===== src/rtl/pcm_wclk_lock_ctrl.sv =====
// WCLK period lock detector, MCLK/fs ratio classifier and output mute sequencer.
// Optional macro PCM_LOCK_MUTE_EN: hold mute for UNMUTE_FRAMES word clocks after lock.
module pcm_wclk_lock_ctrl #(
    parameter int CNT_WIDTH     = 12,
    parameter int LOCK_COUNT    = 4,
    parameter int TOL           = 1,
    parameter int UNMUTE_FRAMES = 16
) (
    input  logic                 MCLK_I,
    input  logic                 ARESETN_I,
    input  logic                 WCLK_I,
    output logic                 LOCK_O,
    output logic [CNT_WIDTH-1:0] PERIOD_O,
    output logic [2:0]           RATE_O,
    output logic                 MUTE_O
);

    typedef enum logic [1:0] {
        ST_SEARCH  = 2'd0,
        ST_MEASURE = 2'd1,
        ST_LOCKED  = 2'd2
    } state_t;

    localparam logic [CNT_WIDTH-1:0] CNT_MAX = {CNT_WIDTH{1'b1}};
    localparam logic [CNT_WIDTH:0]   TOL_W   = (CNT_WIDTH + 1)'(TOL);
    localparam logic [3:0]           LOCK_N  = 4'(LOCK_COUNT);

    if (CNT_WIDTH < 11 || LOCK_COUNT < 2 || LOCK_COUNT > 15 || TOL < 0 || UNMUTE_FRAMES < 1) begin : g_param_err
        $error("pcm_wclk_lock_ctrl: parameter out of range");
    end

    function automatic logic [CNT_WIDTH:0] abs_diff(input logic [CNT_WIDTH-1:0] a,
                                                    input logic [CNT_WIDTH-1:0] b);
        logic [CNT_WIDTH:0] ae;
        logic [CNT_WIDTH:0] be;
        ae = {1'b0, a};
        be = {1'b0, b};
        return (ae >= be) ? (ae - be) : (be - ae);
    endfunction

    // Scanning downwards lets the lowest matching ratio win if TOL is wide.
    function automatic logic [2:0] rate_code(input logic [CNT_WIDTH-1:0] r);
        logic [2:0] code;
        code = 3'd7;
        for (int k = 4; k >= 0; k--) begin
            if (abs_diff(r, CNT_WIDTH'(32'd64 << k)) <= TOL_W) begin
                code = 3'(k + 1);
            end
        end
        return code;
    endfunction

    logic                 wclk_q;
    logic [CNT_WIDTH-1:0] cnt_q;
    logic [CNT_WIDTH-1:0] ref_q;
    logic [3:0]           run_q;
    state_t               state_q;
    logic                 lock_q;
    logic [CNT_WIDTH-1:0] period_q;
    logic [2:0]           rate_q;
    logic                 mute_q;
`ifdef PCM_LOCK_MUTE_EN
    localparam int UW = $clog2(UNMUTE_FRAMES + 1);
    logic [UW-1:0]        ucnt_q;
`endif

    logic                 edge_s;
    logic                 sat_s;
    logic [CNT_WIDTH:0]   ref_diff_s;
    logic [CNT_WIDTH:0]   per_diff_s;

    assign edge_s     = WCLK_I & ~wclk_q;
    assign sat_s      = (cnt_q == CNT_MAX);
    assign ref_diff_s = abs_diff(cnt_q, ref_q);
    assign per_diff_s = abs_diff(cnt_q, period_q);

    // WCLK delay tap and saturating period counter.
    always_ff @(posedge MCLK_I) begin
        if (!ARESETN_I) begin
            wclk_q <= 1'b0;
            cnt_q  <= {CNT_WIDTH{1'b0}};
        end else begin
            wclk_q <= WCLK_I;
            if (edge_s) begin
                cnt_q <= {{(CNT_WIDTH-1){1'b0}}, 1'b1};
            end else if (!sat_s) begin
                cnt_q <= cnt_q + {{(CNT_WIDTH-1){1'b0}}, 1'b1};
            end else begin
                cnt_q <= cnt_q;
            end
        end
    end

    // Lock FSM with registered lock, period, rate and mute outputs.
    always_ff @(posedge MCLK_I) begin
        if (!ARESETN_I) begin
            state_q  <= ST_SEARCH;
            ref_q    <= {CNT_WIDTH{1'b0}};
            run_q    <= 4'd0;
            lock_q   <= 1'b0;
            period_q <= {CNT_WIDTH{1'b0}};
            rate_q   <= 3'd0;
            mute_q   <= 1'b1;
`ifdef PCM_LOCK_MUTE_EN
            ucnt_q   <= {UW{1'b0}};
`endif
        end else begin
            case (state_q)
                ST_SEARCH: begin
                    if (edge_s) begin
                        state_q <= ST_MEASURE;
                        run_q   <= 4'd0;
                    end
                end
                ST_MEASURE: begin
                    if (edge_s) begin
                        if (run_q == 4'd0 || ref_diff_s > TOL_W) begin
                            ref_q <= cnt_q;
                            run_q <= 4'd1;
                        end else begin
                            run_q <= run_q + 4'd1;
                            if (run_q + 4'd1 == LOCK_N) begin
                                state_q  <= ST_LOCKED;
                                lock_q   <= 1'b1;
                                period_q <= ref_q;
                                rate_q   <= rate_code(ref_q);
`ifdef PCM_LOCK_MUTE_EN
                                ucnt_q   <= {UW{1'b0}};
`else
                                mute_q   <= 1'b0;
`endif
                            end
                        end
                    end else if (sat_s) begin
                        state_q <= ST_SEARCH;
                        run_q   <= 4'd0;
                    end
                end
                ST_LOCKED: begin
                    if (edge_s) begin
                        // In-tolerance edges leave PERIOD_O untouched; only a miss re-measures.
                        if (per_diff_s > TOL_W) begin
                            state_q  <= ST_MEASURE;
                            ref_q    <= cnt_q;
                            run_q    <= 4'd1;
                            lock_q   <= 1'b0;
                            period_q <= {CNT_WIDTH{1'b0}};
                            rate_q   <= 3'd0;
                            mute_q   <= 1'b1;
`ifdef PCM_LOCK_MUTE_EN
                            ucnt_q   <= {UW{1'b0}};
`endif
                        end else begin
`ifdef PCM_LOCK_MUTE_EN
                            if (mute_q) begin
                                if (ucnt_q + UW'(1) == UW'(UNMUTE_FRAMES)) begin
                                    mute_q <= 1'b0;
                                end else begin
                                    ucnt_q <= ucnt_q + UW'(1);
                                end
                            end
`endif
                        end
                    end else if (sat_s) begin
                        state_q  <= ST_SEARCH;
                        run_q    <= 4'd0;
                        lock_q   <= 1'b0;
                        period_q <= {CNT_WIDTH{1'b0}};
                        rate_q   <= 3'd0;
                        mute_q   <= 1'b1;
`ifdef PCM_LOCK_MUTE_EN
                        ucnt_q   <= {UW{1'b0}};
`endif
                    end
                end
                default: begin
                    state_q <= ST_SEARCH;
                end
            endcase
        end
    end

    assign LOCK_O   = lock_q;
    assign PERIOD_O = period_q;
    assign RATE_O   = rate_q;
    assign MUTE_O   = mute_q;

endmodule


===== config.mk =====
export PLATFORM = sky130hd
export DESIGN_NAME = pcm_wclk_lock_ctrl
export DESIGN_NICKNAME = d
export VERILOG_FILES = /design/src/rtl/pcm_wclk_lock_ctrl.sv
export SDC_FILE = /design/constraint.sdc
export NUM_CORES = 1
export LEC_CHECK = 0
export ABC_AREA = 1
export CORE_MARGIN = 1
export CORE_UTILIZATION = 69
export CTS_CLUSTER_SIZE = 25
export DETAILED_ROUTE_END_ITERATION = 16
export PLACE_DENSITY_LB_ADDON = 0.15
export SLEW_MARGIN = 20
export SYNTH_ARGS = -nofsm -noshare
export SYNTH_HDL_FRONTEND = slang
export SYNTH_SLANG_ARGS = --single-unit

===== constraint.sdc =====
create_clock -name MCLK_I -period 9.1 [get_ports MCLK_I]
set_clock_uncertainty 0.2 [all_clocks]
set_input_delay 0.91 -clock MCLK_I [delete_from_list [all_inputs] [get_ports MCLK_I]]
set_output_delay 0.91 -clock MCLK_I [all_outputs]
set_load 0.02 [all_outputs]

* Yosys cells after proc, flatten, opt, wreduce, memory -nomap -nowiden
Index checks and enable logic that the tools add are counted.
Storage, ports and cells: input bits 3, bits in registers 48, output and inout port bits 17, word-level logic and storage cells 131
Operators by class: equal/unequal tests 16, reductions and logical operators 10, bitwise operators 3, $add $sub $neg 16, mux-type cells 62, $lt $le $gt $ge 14
Operators with widths (number):
- $mux W12 | 10
- $mux W13 | 7
- $le A13 B1 Y1 const B | 5
- $sub A12 B12 Y13 | 4
- $pmux W12 S2 | 2
- $mux W3 | 10
- $gt A13 B1 Y1 const B | 2
- $ge A12 B12 Y1 | 2
- $mux W4 | 6
- $mux W2 | 8
- $ne A2 B2 Y1 const B | 8
- $mux W1 | 14
- $sub A10 B12 Y13 const A | 1
- $sub A11 B12 Y13 const A | 1
- $sub A12 B10 Y13 const B | 1
- $sub A12 B11 Y13 const B | 1
- $sub A12 B7 Y13 const B | 1
- $sub A12 B8 Y13 const B | 1
- $sub A12 B9 Y13 const B | 1
- $sub A7 B12 Y13 const A | 1
- $sub A8 B12 Y13 const A | 1
- $sub A9 B12 Y13 const A | 1
- $add A12 B1 Y12 const B | 1
- $eq A12 B12 Y1 const B | 1
- other kinds (26) | 31

* Depth between registers and ports, before layout
depth in word-level cells 12, depth in mapped cells 22, depth with buffers taken out 21

* Least setup slack after synthesis
No wires, ideal clock.
path kind flip-flop to flip-flop, from register ref_q[8], to register mute_q (netlist: MUTE_O), period minus slack after synthesis 3098 ps, arrival time 2764 ps, cell stages (with the launch flop) 17, path slack 6002 ps, buffers on the path 2, library setup time 134 ps, data required time 8766 ps, cell sequence dfxtp_1 clkbuf_1 clkinv_1 ha_1 a21oi_1 a21boi_1 nor2_2 nand2_2 a21oi_1 nand3_1 nor2_4 nand3_2 nand2_4 nand3_4 buf_6 nand2_1 o211ai_2
Between the ends: word-level cells in the longest chain between the ends 6, elaborated cells on any way between the ends 8, those cells by class add/sub (2); order compare (2); eq/ne (1); mux (1); reduce/logical (2)
RTL lines:
- from (decl) | RTL line 55 | logic [CNT_WIDTH-1:0] ref_q;
- from (signal assigned) | RTL line 98 | ref_q <= {CNT_WIDTH{1'b0}};
- from (signal assigned) | RTL line 118 | ref_q <= cnt_q;
- from (signal assigned) | RTL line 144 | ref_q <= cnt_q;
- $sub A12 B12 Y13 / $ge A12 B12 Y1 (equally long branches) | RTL line 38 | return (ae >= be) ? (ae - be) : (be - ae);
- $mux W13 * | RTL line 38
- $gt A13 B1 Y1 * | RTL line 117 | if (run_q == 4'd0 || ref_diff_s > TOL_W) begin
- $logic_or A1 B1 Y1 * | RTL line 117
- $ne A2 B2 Y1 (no line) *
- $reduce_and A6 Y1 (no line) *
- to (signal assigned) | RTL line 103 | mute_q <= 1'b1;
- to (signal assigned) | RTL line 130 | mute_q <= 1'b0;
- to (signal assigned) | RTL line 149 | mute_q <= 1'b1;
- to (decl) | RTL line 61 | logic mute_q;
Mark *: on every way between the ends. The rest lies on a longest branch, timed or not. A chain may end at the register's enable or synchronous reset.

* Final worst setup path
from register ref_q[8], to register ref_q[5]
Between the ends: word-level cells in the longest chain between the ends 6, elaborated cells on any way between the ends 8, those cells by class add/sub (2); order compare (2); eq/ne (1); mux (1); reduce/logical (2)
RTL lines (RTL line):
- $sub A12 B12 Y13 / $ge A12 B12 Y1 (equally long branches) | 38
- $mux W13 * | 38
- $gt A13 B1 Y1 * | 117
- $logic_or A1 B1 Y1 * | 117
- $ne A2 B2 Y1 (no line) *
- $reduce_and A5 Y1 (no line) *
Marked as above.

==> metrics.cfg <==
[placed_design]
gp_congestion=0.9880
place_hpwl_um=15640
pre_cts_slack_ns=5.118
port-buffer-count=19

[timing]
hold_viol=0
max_freq_ghz=0.2522
period_needed_ns=3.965
fin_crit_sh_pct=43.57
slew_violations=0
worst_slack_ns=5.135
tightest_slew_ns=1.023
setup_viol=0
rsz0062_at_grt=false
tns_ns=0
maxSlewHeadroom_pct=31.66

[cells_and_area]
finish.utilization_pct=75.79
drive_gt1_share_pct=3.951
multi_input_area_sq_um=5029
fillers=873
diodes=0
seq_area_sq_um=960.9
nets=1295
syn2layout_area_growth_pct=4.700

[synthesis]
async_flop_share_pct=0
ys_types=43
synthesis.area_sq_um=6815
synth_edf_count=0
synth_area_per_cell_sq_um=5.614
synth_fp_nets=1295
synth_flop_cell=dfxtp_1
yosysWarnings=0
ys_seq_elements=48
yosysSeqAreaShare_pct=14.10
syn_inst=1214

[worst_setup_path]
reg2reg_from=ref_q[8]
crit_chain=clkinv_1 > ha_1 > a21oi_1 > nand2_1 > nand3b_1 > xor2_1 > nor2_1 > nand2_1 > nand2_1 > nand3_1 > nand3_2 > o21ai_1 > a21oi_1
endpoint=ref_q[5]
cpLargestDelayFamily=simple AND/OR/NAND/NOR gates
r2r-end=ref_q[5]
critPathCaptureType=flip-flop
crit_fanout=24
critPathMaxStageDelay_ns=0.67
reg2reg_slack_ns=5.13
cp.depth=13
startpoint_type=flip-flop
reg2reg_depth=13
crit_top_cell=nand2_1
critPathKind=reg -> reg
critPathSlowestCell=dfxtp_1
crit_buf_inv=1
worstPathRequired_ns=9.08
cp_data_arrival_time_ns=3.95
cp-startpoint=ref_q[8]

[pwr]
combPwrFrac_pct=81.1
power.density_nw_per_um2=334.8
pwr-share-seq_pct=12.9
power.internal_mw=0.9426
finalPower_mw=2.389
p_leak_nw=3.939
ir_drop_mv=0.2169
netSwitchingFraction_pct=60.54
p_clk_share_pct=5.9
power_switching_mw=1.446

[clock_network]
holdBufCountCts=0
cts_buffers=5
htreeDepth=2
cts_root_buffer=clkbuf_8
cts_resized=0
cts_buffer_depth=2
cts_num_sinks=48
tritoncts=yes
post_cts.repair.setup_buffers=0
clk_pin_slew_ns=0.10
insertion_delay_ns=0.31

[routing]
drt-vias-per-instance=5.811
drcViolationCount=0
first_pass_iters=7
drt_iter0_drc=633
ant_nets=0
wl_per_cell_um=14.73
drt_wl_total_um=19800
vias=7810

[die]
dieArea_sq_um=10280
coreArea_sq_um=9415
pin_count=20
num_rows=35
die_x_um=101.4
dieHeight_um=101.4
initial_core_util_pct=72.39

[flow_run]
maxCapViolations=0

[global_route]
grt-ovfl-total=0
gr-usage-all-layers_pct=39.20
grt_pass1_vias=6737
grt_max_degree=25
grt_first_pass_wirelength_um=31970
antenna_found_initial=0

[min_path]
hold_class=reg -> reg

[run_status]
outcome=finished, final reports clean

==> flip-flops by register name, indices dropped and copies added, names as in the netlist <==
| register | cells |
|---|---|
| state_q | 2 |
| ref_q | 12 |
| RATE_O | 3 |
| cnt_q | 12 |
| PERIOD_O | 12 |
| run_q | 4 |
| LOCK_O | 1 |
| wclk_q | 1 |
| MUTE_O | 1 |
==> worst min-delay path: cells and delay by family, from the launching register on <==
kind | cells | cell delay (ns)
compound gates | 1 | 0.05
simple gates | 1 | 0.06
flops | 1 | 0.33
==> cells in the mapped netlist (3+ instances only) <==
| master | instances | area, sq um |
|---|---|---|
| a21o_1 | 3 | 22.52 |
| a21oi_1 | 90 | 450.4 |
| and2_1 | 6 | 37.54 |
| buf_2 | 6 | 30.03 |
| buf_4 | 5 | 37.54 |
| clkbuf_1 | 15 | 56.30 |
| clkinv_1 | 5 | 18.77 |
| dfxtp_1 | 48 | 960.9 |
| fa_1 | 4 | 80.08 |
| ha_1 | 74 | 925.9 |
| inv_1 | 171 | 641.9 |
| inv_2 | 8 | 30.03 |
| nand2_1 | 389 | 1460 |
| nand2_2 | 5 | 31.28 |
| nand3_1 | 112 | 560.5 |
| nand3_2 | 3 | 30.03 |
| nand4_1 | 33 | 206.5 |
| nor2_1 | 124 | 465.5 |
| nor2_2 | 12 | 75.07 |
| nor2_4 | 3 | 33.78 |
| nor3_1 | 16 | 80.08 |
| o21ai_0 | 26 | 130.1 |
| o21ai_1 | 12 | 60.06 |
| o21bai_1 | 3 | 22.52 |
| xor2_1 | 14 | 122.6 |
==> final cells by class <==
class                           instances  share of cell area [%]
Clock buffer                            6                   1.157
Clock inverter                          2                  0.1929
Inverter                              184                   9.679
Multi-Input combinational cell        955                   70.47
Sequential cell                        48                   13.47
Tap cell                              129                   2.262
Timing Repair Buffer                   20                   2.770
==> power by group through the flow <==
stage	clock network [mW]	logic, mW	registers [mW]
final	0.141	1.94	0.309
after global routing	0.146	2.17	0.311
after CTS	0.139	1.89	0.304
after detailed placement	0	1.88	0.308
after global placement	0	1.85	0.309
after floorplan	0	1.52	0.292
==> metrics by stage <==
step | hold WS (ns) | instance area [sq um] | cells
3_3_place_gp | 0.2541 | 7039 | 1336
2_1_floorplan | 0.2722 | 6815 | 1214
5_1_grt | 0.3081 | 7136 | 1344
6_report | 0.2775 | 7136 | 1344
3_5_place_dp | 0.2495 | 7039 | 1336
4_1_cts | 0.2750 | 7136 | 1344
==> cell usage in the layout (no fill, tap or decap), types with 3 or more instances in the layout <==
| cell | instances |
|---|---|
| nand2_1 | 389 |
| inv_1 | 171 |
| nor2_1 | 124 |
| nand3_1 | 112 |
| a21oi_1 | 90 |
| ha_1 | 74 |
| dfxtp_1 | 48 |
| nand4_1 | 33 |
| o21ai_0 | 26 |
| clkdlybuf4s50_1 | 19 |
| nor3_1 | 16 |
| xor2_1 | 14 |
| nor2_2 | 12 |
| o21ai_1 | 12 |
| inv_2 | 8 |
| and2_1 | 6 |
| clkbuf_8 | 6 |
| clkinv_1 | 5 |
| nand2_2 | 5 |
| fa_1 | 4 |
| nor2_4 | 3 |
| o21bai_1 | 3 |
| a21o_1 | 3 |
| nand3_2 | 3 |
==> layer usage <==
layer	GRT usage [%]	part of all wire (%)	wire length (um)	vias to the layer above
met5	0	0	0	-
met4	13.15	2.7	543	0
met3	5.314	11	2101	63
met2	64.00	44	8670	417
met1	53.18	43	8480	3445
li1	-	-	-	3885
==> how the worst min path moves through the flow <==
stage	from	to	slack [ns]	cells past startpoint
detailed placement	MUTE_O	MUTE_O	0.25	2
CTS	RATE_O[1]	RATE_O[1]	0.28	2
floorplan	run_q[3]	run_q[3]	0.27	2
finish	RATE_O[1]	RATE_O[1]	0.28	2
global route	RATE_O[0]	RATE_O[0]	0.31	2
global placement	RATE_O[2]	RATE_O[2]	0.25	2
==> cell families (layout without fill, tap and decap cells) <==
kind of cell               count (synthesis)  in the layout  synth area share (%)
adders and majority gates                 78             78                 14.76
and+or+nand+nor                          712            712                 45.11
buffers and inverters                    211            212                 12.12
xor gates and xnor gates                  16             16                 2.056
AOI/OAI and AO/OA                        149            149                 11.86
DFF                                       48             48                 14.10
(Power assumes the default switching activity.)
